File: src/rtl/apb_master_bridge.sv
// apb_master_bridge: turns one command per valid/ready handshake into a
// two-phase APB transfer (SETUP, then ACCESS) and returns a one-cycle response.
// All APB-side outputs and the response channel are registered.
// Optional build macro APB_MASTER_TIMEOUT_EN: aborts an ACCESS phase that
// waits TIMEOUT_CYC cycles with pready low and reports it through rsp_err.
module apb_master_bridge #(
    parameter int ADDR_W      = 32,
    parameter int DATA_W      = 32,
    parameter int TIMEOUT_CYC = 255
) (
    input  logic              pclk,
    input  logic              presetn,
    input  logic              cmd_valid,
    output logic              cmd_ready,
    input  logic              cmd_write,
    input  logic [ADDR_W-1:0] cmd_addr,
    input  logic [DATA_W-1:0] cmd_wdata,
    output logic              rsp_valid,
    output logic [DATA_W-1:0] rsp_rdata,
    output logic              rsp_err,
    output logic [ADDR_W-1:0] paddr,
    output logic              psel,
    output logic              penable,
    output logic              pwrite,
    output logic [DATA_W-1:0] pwdata,
    input  logic [DATA_W-1:0] prdata,
    input  logic              pready
);

    localparam logic [1:0] ST_IDLE   = 2'd0;
    localparam logic [1:0] ST_SETUP  = 2'd1;
    localparam logic [1:0] ST_ACCESS = 2'd2;

`ifdef APB_MASTER_TIMEOUT_EN
    // Counter value seen on the ACCESS edge that completes the last allowed wait.
    localparam logic [15:0] TMO_LAST = 16'(TIMEOUT_CYC - 1);
    logic [15:0] tmo_cnt_r;
`endif

    logic [1:0]        state_r;
    logic [1:0]        state_nx_s;
    logic              accept_s;
    logic              done_s;
    logic              abort_s;
    logic              recover_s;

    logic              cmd_ready_r;
    logic [ADDR_W-1:0] paddr_r;
    logic              psel_r;
    logic              penable_r;
    logic              pwrite_r;
    logic [DATA_W-1:0] pwdata_r;
    logic              rsp_valid_r;
    logic [DATA_W-1:0] rsp_rdata_r;
    logic              rsp_err_r;

    // Next-state decode and one-hot event strobes for the register block.
    always_comb begin
        state_nx_s = state_r;
        accept_s   = 1'b0;
        done_s     = 1'b0;
        abort_s    = 1'b0;
        recover_s  = 1'b0;
        case (state_r)
            ST_IDLE: begin
                if (cmd_valid && cmd_ready_r) begin
                    accept_s   = 1'b1;
                    state_nx_s = ST_SETUP;
                end else begin
                    state_nx_s = ST_IDLE;
                end
            end
            ST_SETUP: begin
                state_nx_s = ST_ACCESS;
            end
            ST_ACCESS: begin
                if (pready) begin
                    // A ready slave always wins over a coincident timeout.
                    done_s     = 1'b1;
                    state_nx_s = ST_IDLE;
                end
`ifdef APB_MASTER_TIMEOUT_EN
                else if (tmo_cnt_r == TMO_LAST) begin
                    abort_s    = 1'b1;
                    state_nx_s = ST_IDLE;
                end
`endif
                else begin
                    state_nx_s = ST_ACCESS;
                end
            end
            default: begin
                // Unreachable encoding: drop the bus and return to IDLE.
                recover_s  = 1'b1;
                state_nx_s = ST_IDLE;
            end
        endcase
    end

    // FSM state, registered APB outputs and the response channel.
    always_ff @(posedge pclk or negedge presetn) begin
        if (!presetn) begin
            state_r     <= ST_IDLE;
            cmd_ready_r <= 1'b1;
            paddr_r     <= {ADDR_W{1'b0}};
            psel_r      <= 1'b0;
            penable_r   <= 1'b0;
            pwrite_r    <= 1'b0;
            pwdata_r    <= {DATA_W{1'b0}};
            rsp_valid_r <= 1'b0;
            rsp_rdata_r <= {DATA_W{1'b0}};
            rsp_err_r   <= 1'b0;
        end else begin
            state_r     <= state_nx_s;
            rsp_valid_r <= done_s | abort_s;
            if (accept_s) begin
                paddr_r     <= cmd_addr;
                pwrite_r    <= cmd_write;
                pwdata_r    <= cmd_wdata;
                psel_r      <= 1'b1;
                penable_r   <= 1'b0;
                cmd_ready_r <= 1'b0;
            end else if (state_r == ST_SETUP) begin
                penable_r <= 1'b1;
            end else if (done_s || abort_s || recover_s) begin
                psel_r      <= 1'b0;
                penable_r   <= 1'b0;
                cmd_ready_r <= 1'b1;
            end else begin
                psel_r <= psel_r;
            end
            // Response data/err hold until the next completion.
            if (done_s) begin
                rsp_rdata_r <= pwrite_r ? {DATA_W{1'b0}} : prdata;
                rsp_err_r   <= 1'b0;
            end else if (abort_s) begin
                rsp_rdata_r <= {DATA_W{1'b0}};
                rsp_err_r   <= 1'b1;
            end else begin
                rsp_err_r <= rsp_err_r;
            end
        end
    end

`ifdef APB_MASTER_TIMEOUT_EN
    // Wait-cycle counter: cleared on entry to ACCESS, counts pready-low edges.
    always_ff @(posedge pclk or negedge presetn) begin
        if (!presetn) begin
            tmo_cnt_r <= 16'd0;
        end else if (state_r == ST_SETUP) begin
            tmo_cnt_r <= 16'd0;
        end else if ((state_r == ST_ACCESS) && !pready && !abort_s) begin
            tmo_cnt_r <= tmo_cnt_r + 16'd1;
        end else begin
            tmo_cnt_r <= tmo_cnt_r;
        end
    end
`endif

    assign cmd_ready = cmd_ready_r;
    assign paddr     = paddr_r;
    assign psel      = psel_r;
    assign penable   = penable_r;
    assign pwrite    = pwrite_r;
    assign pwdata    = pwdata_r;
    assign rsp_valid = rsp_valid_r;
    assign rsp_rdata = rsp_rdata_r;
    assign rsp_err   = rsp_err_r;

endmodule
File: config.mk
export PLATFORM = sky130hd
export DESIGN_NAME = apb_master_bridge
export DESIGN_NICKNAME = d
export VERILOG_FILES = /design/src/rtl/apb_master_bridge.sv
export SDC_FILE = /design/constraint.sdc
export NUM_CORES = 1
export LEC_CHECK = 0
export CORE_MARGIN = 1.5
export CORE_UTILIZATION = 36
export CTS_CLUSTER_SIZE = 24
export DETAILED_ROUTE_END_ITERATION = 6
export PLACE_DENSITY = 0.74
export SETUP_SLACK_MARGIN = 0.5
export SLEW_MARGIN = 20
export SYNTH_ARGS = -nofsm -noshare
export SYNTH_HDL_FRONTEND = slang
export SYNTH_SLANG_ARGS = --single-unit
File: constraint.sdc
create_clock -name pclk -period 1.58 [get_ports pclk]
set_clock_uncertainty 0.2 [all_clocks]
set_input_delay 0.316 -clock pclk [delete_from_list [all_inputs] [get_ports pclk]]
set_output_delay 0.316 -clock pclk [all_outputs]
set_load 0.01 [all_outputs]
==> parameters.txt <==
Parameter                              Value

Global routing
  Maximum number of pins on one net before global-route repair    61
  Antenna violations before repair    0
  Global-route wire length before repair    ~18000 µm
  Global-route congestion overflow total    0
  Overall track demand over capacity in global routing    0.198
  Via count of the first global-routing pass    approximately 3500

Synth
  Synth area leaders    sky130_fd_sc_hd__dfrtp_1 (63%), sky130_fd_sc_hd__mux2_2 (9.8%), sky130_fd_sc_hd__mux2_1 (8.4%), sky130_fd_sc_hd__nand2b_1 (5.1%), sky130_fd_sc_hd__o21ai_0 (4.0%)
  Area of the mapped netlist    0.00402 mm²
  Post-synthesis cell type count    23
  Number of register bits inferred by synthesis    103
  Asr flop ratio synth    1.00
  Leading area contributor after synthesis    sky130_fd_sc_hd__dfrtp_1
  Fraction of the yosys area taken by sequential cells    0.641
  Multiplexer share of the synthesized area    0.185
  Average cell area after synthesis    13.4 µm²
  Adder and majority cell fraction of the synthesized area    0
  Synth warnings    0
  Post-synth net total    400
  Fraction of synthesized cell area taken by the top area cell type    0.635
  Synthesized-area fraction occupied by and/or/nand/nor cells    0.0909
  Post-synthesis xor/xnor area fraction    0
  Synth Area in Compound Gates    0.0488
  Combinational family with the most area after synthesis    multiplexers
  Number of enable-type register cells in the synthesized netlist    0
  Most frequently used flop master after synthesis    sky130_fd_sc_hd__dfrtp_1
  Gate count of the mapped netlist    299

Pwr
  Net switching fraction of the power    0.225
  Internal    3.44 mW
  Part of the total power dissipated in combinational logic    0.080
  Cell area power density    around 620 mW/mm²
  Worst-case vdd ir drop    391 µV
  Clock Power Share    0.327
  Static leakage    3.68 nW
  Power spent charging and discharging nets    0.997 mW
  Register share of total power    0.593

Worst setup path
  Buf+Inv Stages, Crit Path    2
  Cell family with most CP delay    flip-flops
  Reg2reg setup slack    -0.22 ns
  Cell chain of the critical path    nand2_2, nor3_4, buf_4, buf_12, mux2_1
  Classification of the worst setup path    register to register
  Largest stage delay on the critical path    0.55 ns
  Largest fanout of any net on the critical path    22
  Slowest cell on the critical path    sky130_fd_sc_hd__dfstp_2
  Critical path data required time    1.63 ns
  Sort of element at the start of the critical path    register
  Startpoint of the most critical register-to-register path    cmd_ready
  Data arrival at the endpoint of the critical path    1.85 ns
  Setup crit end kind    register
  Critical Path Source    cmd_ready

CTS
  Clock latency of the later-clocked register in the worst-skew pair    0.36 ns
  Clock Root Buffer    sky130_fd_sc_hd__clkbuf_8
  CTS Buffer Depth    2
  Clock Sinks    between 100 and 150
  CTS Buf Count    9
  Clock tree from TritonCTS    done
  H-tree levels    3
  Clock-pin slew on the worst setup and hold paths    approximately 0.090 ns

Min path
  Type of the tightest min-delay check    register to register
  Origin of the worst min-delay path    rsp_rdata[23]

Placement
  Final weighted congestion in routability-driven placement    0.750
  Total instance count after detailed placement    632
  Final HPWL from detailed placement    7120 µm
  Number of buffers inserted by port buffering    201
  Area after detailed placement    0.00620 mm²

Floorplan
  Site row count    38
  Effective utilization at floorplan    0.369
  Ports placed on the boundary    203
  Die height    109 µm
  Die Outline Area    0.0118 mm²
  Floorplan core area    0.0109 mm²
  Die span in x    about 110 µm

Detailed routing
  Number of nets with antenna violations after detailed routing    0
  Routed WL per cell    ~17 µm
  Vias per inst    roughly 4.7
  First-pass DRT Iterations    4
  Final wirelength    12100 µm
  Number of vias in the routed layout    3311
  DRC    0
  Iteration-0 DRC count of the detailed router    116

Outcome
  Status    finished with violations
  Violations in the final reports    negative setup slack

Finish
  Share of cells above drive strength 1    0.496
  Fin area    0.00711 mm²
  Synth-to-Final Area Change    76.8%
  Layout Cells excl Fill    705
  Fin util    0.653
  Nets@finish    roughly 660
  Total of fill cells in the finished design    approximately 860
  Antenna diodes    0

Flow run
  Maximum Capacitance Violations    0

Timing
  Worst Slack Setup Final    -0.219 ns
  Final-report max-slew violation count    0
  Final number of hold-violating endpoints    0
  Period utilization    1.14
  Fmax achieved    roughly 560 MHz
  Setup violations, final    78
  Fin crit period    between 1.5 and 2 ns
  Unrepaired setup endpoints after global routing    true
  Post-Route Hold Slack    between 0.2 and 0.3 ns
## cell usage after synthesis (2+ instances only)
| library cell | count |
|---|---|
| sky130_fd_sc_hd__inv_1 | 3 |
| sky130_fd_sc_hd__mux2_1 | 30 |
| sky130_fd_sc_hd__a21oi_1 | 2 |
| sky130_fd_sc_hd__nand2b_1 | 33 |
| sky130_fd_sc_hd__buf_6 | 4 |
| sky130_fd_sc_hd__mux2_2 | 35 |
| sky130_fd_sc_hd__buf_2 | 6 |
| sky130_fd_sc_hd__clkbuf_1 | 4 |
| sky130_fd_sc_hd__buf_4 | 4 |
| sky130_fd_sc_hd__dfrtp_1 | 102 |
| sky130_fd_sc_hd__nand2_1 | 33 |
| sky130_fd_sc_hd__o21ai_0 | 32 |
## flip-flops by register name, summed over array words and instances, names as in the netlist
signal	flops
psel	1
rsp_valid	1
paddr	32
rsp_rdata	32
cmd_ready	1
penable	1
pwdata	32
pwrite	1
state_r	2
## placed cells by master, fill, tap and decap left out, types with 2 or more instances in the layout
cell type                         Yosys  final
sky130_fd_sc_hd__nand2_4              0     21
sky130_fd_sc_hd__clkbuf_8             0      9
sky130_fd_sc_hd__mux2_1              30     27
sky130_fd_sc_hd__buf_16               0      9
sky130_fd_sc_hd__dfrtp_1            102    102
sky130_fd_sc_hd__inv_1                3      2
sky130_fd_sc_hd__buf_4                4     45
sky130_fd_sc_hd__mux2_2              35     29
sky130_fd_sc_hd__buf_12               0      6
sky130_fd_sc_hd__nand2b_1            33     32
sky130_fd_sc_hd__nand2_1             33      5
sky130_fd_sc_hd__buf_2                6     64
sky130_fd_sc_hd__nand2_2              0      7
sky130_fd_sc_hd__clkdlybuf4s50_1      0     99
sky130_fd_sc_hd__o21ai_1              0      7
sky130_fd_sc_hd__o21ai_2              0     25
sky130_fd_sc_hd__a21oi_1              2      2
sky130_fd_sc_hd__clkinv_2             0      3
sky130_fd_sc_hd__clkinvlp_4           0      3
sky130_fd_sc_hd__buf_6                4     44
sky130_fd_sc_hd__mux2_4               0      9
## metal layers
layer | global-route usage | vias to the layer above | part of all wire | routed length, µm
met1 | 0.232 | 1628 | 0.38 | 4570
met5 | 0 | - | 0 | 0
met2 | 0.340 | 131 | 0.52 | 6280
li1 | - | 1528 | - | -
met4 | 0.0874 | 0 | 0.026 | 310
met3 | 0.0550 | 24 | 0.078 | 939
## through the flow
stage          setup WS, ns  total power, mW  setup TNS [ns]
6_report             -0.219             4.44          -12.59
5_1_grt              -0.279             4.61          -17.68
4_1_cts              -0.198             4.48          -11.42
3_5_place_dp         -0.497             3.02          -32.68
3_3_place_gp         -0.477             3.02          -31.77
2_1_floorplan        -0.166             2.71           -7.26
## path summary, 6_finish.rpt
| kind | endpoint | depth (start not counted) |
|---|---|---|
| min reg2reg | rsp_rdata[23] | 2 |
| max in group asynchronous | cmd_ready | 3 |
| min | rsp_rdata[23] | 2 |
| min in group asynchronous | rsp_rdata[17] | 3 |
| max | pwdata[20] | 5 |
| max reg2reg | pwdata[20] | 5 |
## power by group through the flow
stage                     Sequential [mW]  Clock [mW]  Combinational (mW)
after global routing                 2.63        1.59               0.386
after detailed placement             2.69           0               0.336
after floorplan                      2.69           0              0.0250
final                                2.63        1.45               0.356
after global placement               2.69           0               0.332
after CTS                            2.63        1.51               0.346
## logic make-up (layout without fill, tap and decap cells)
family | after synthesis | count (layout)
flops | 103 | 103
simple gates | 70 | 70
mux | 66 | 66
compound gates | 37 | 37
buf+inv | 22 | 288
other cells | 1 | 1
## layout make-up
type | instances | area (µm²) | share of cell area
multi-input cells | 174 | 1630 | 0.229
repair buffers | 269 | 2550 | 0.358
well taps | 140 | 175 | 0.0246
flip-flops and latches | 103 | 2580 | 0.363
clock buffers | 10 | 128 | 0.0180
clock inverters | 6 | 37.5 | 0.00528
inverters | 3 | 16.3 | 0.00229
## worst min-delay path: cells and delay by family (launching register included)
family,cells,cell delay [ns]
AO/OA/AOI/OAI,1,0.05
flip-flops,1,0.35
AND/OR/NAND/NOR,1,0.06
## what timing repair did
| item | CTS | global route |
|---|---|---|
| setup buffers | 22 | 23 |
| gates resized for setup | 506 | 49 |
| hold endpoints to repair | 102 | 103 |
| hold buffers | 1 | 1 |
| pin swaps | 42 | 5 |
| gates cloned | 10 | 1 |
| endpoints found under the setup margin | 203 | 248 |
Power figures use the tool's default switching activity.
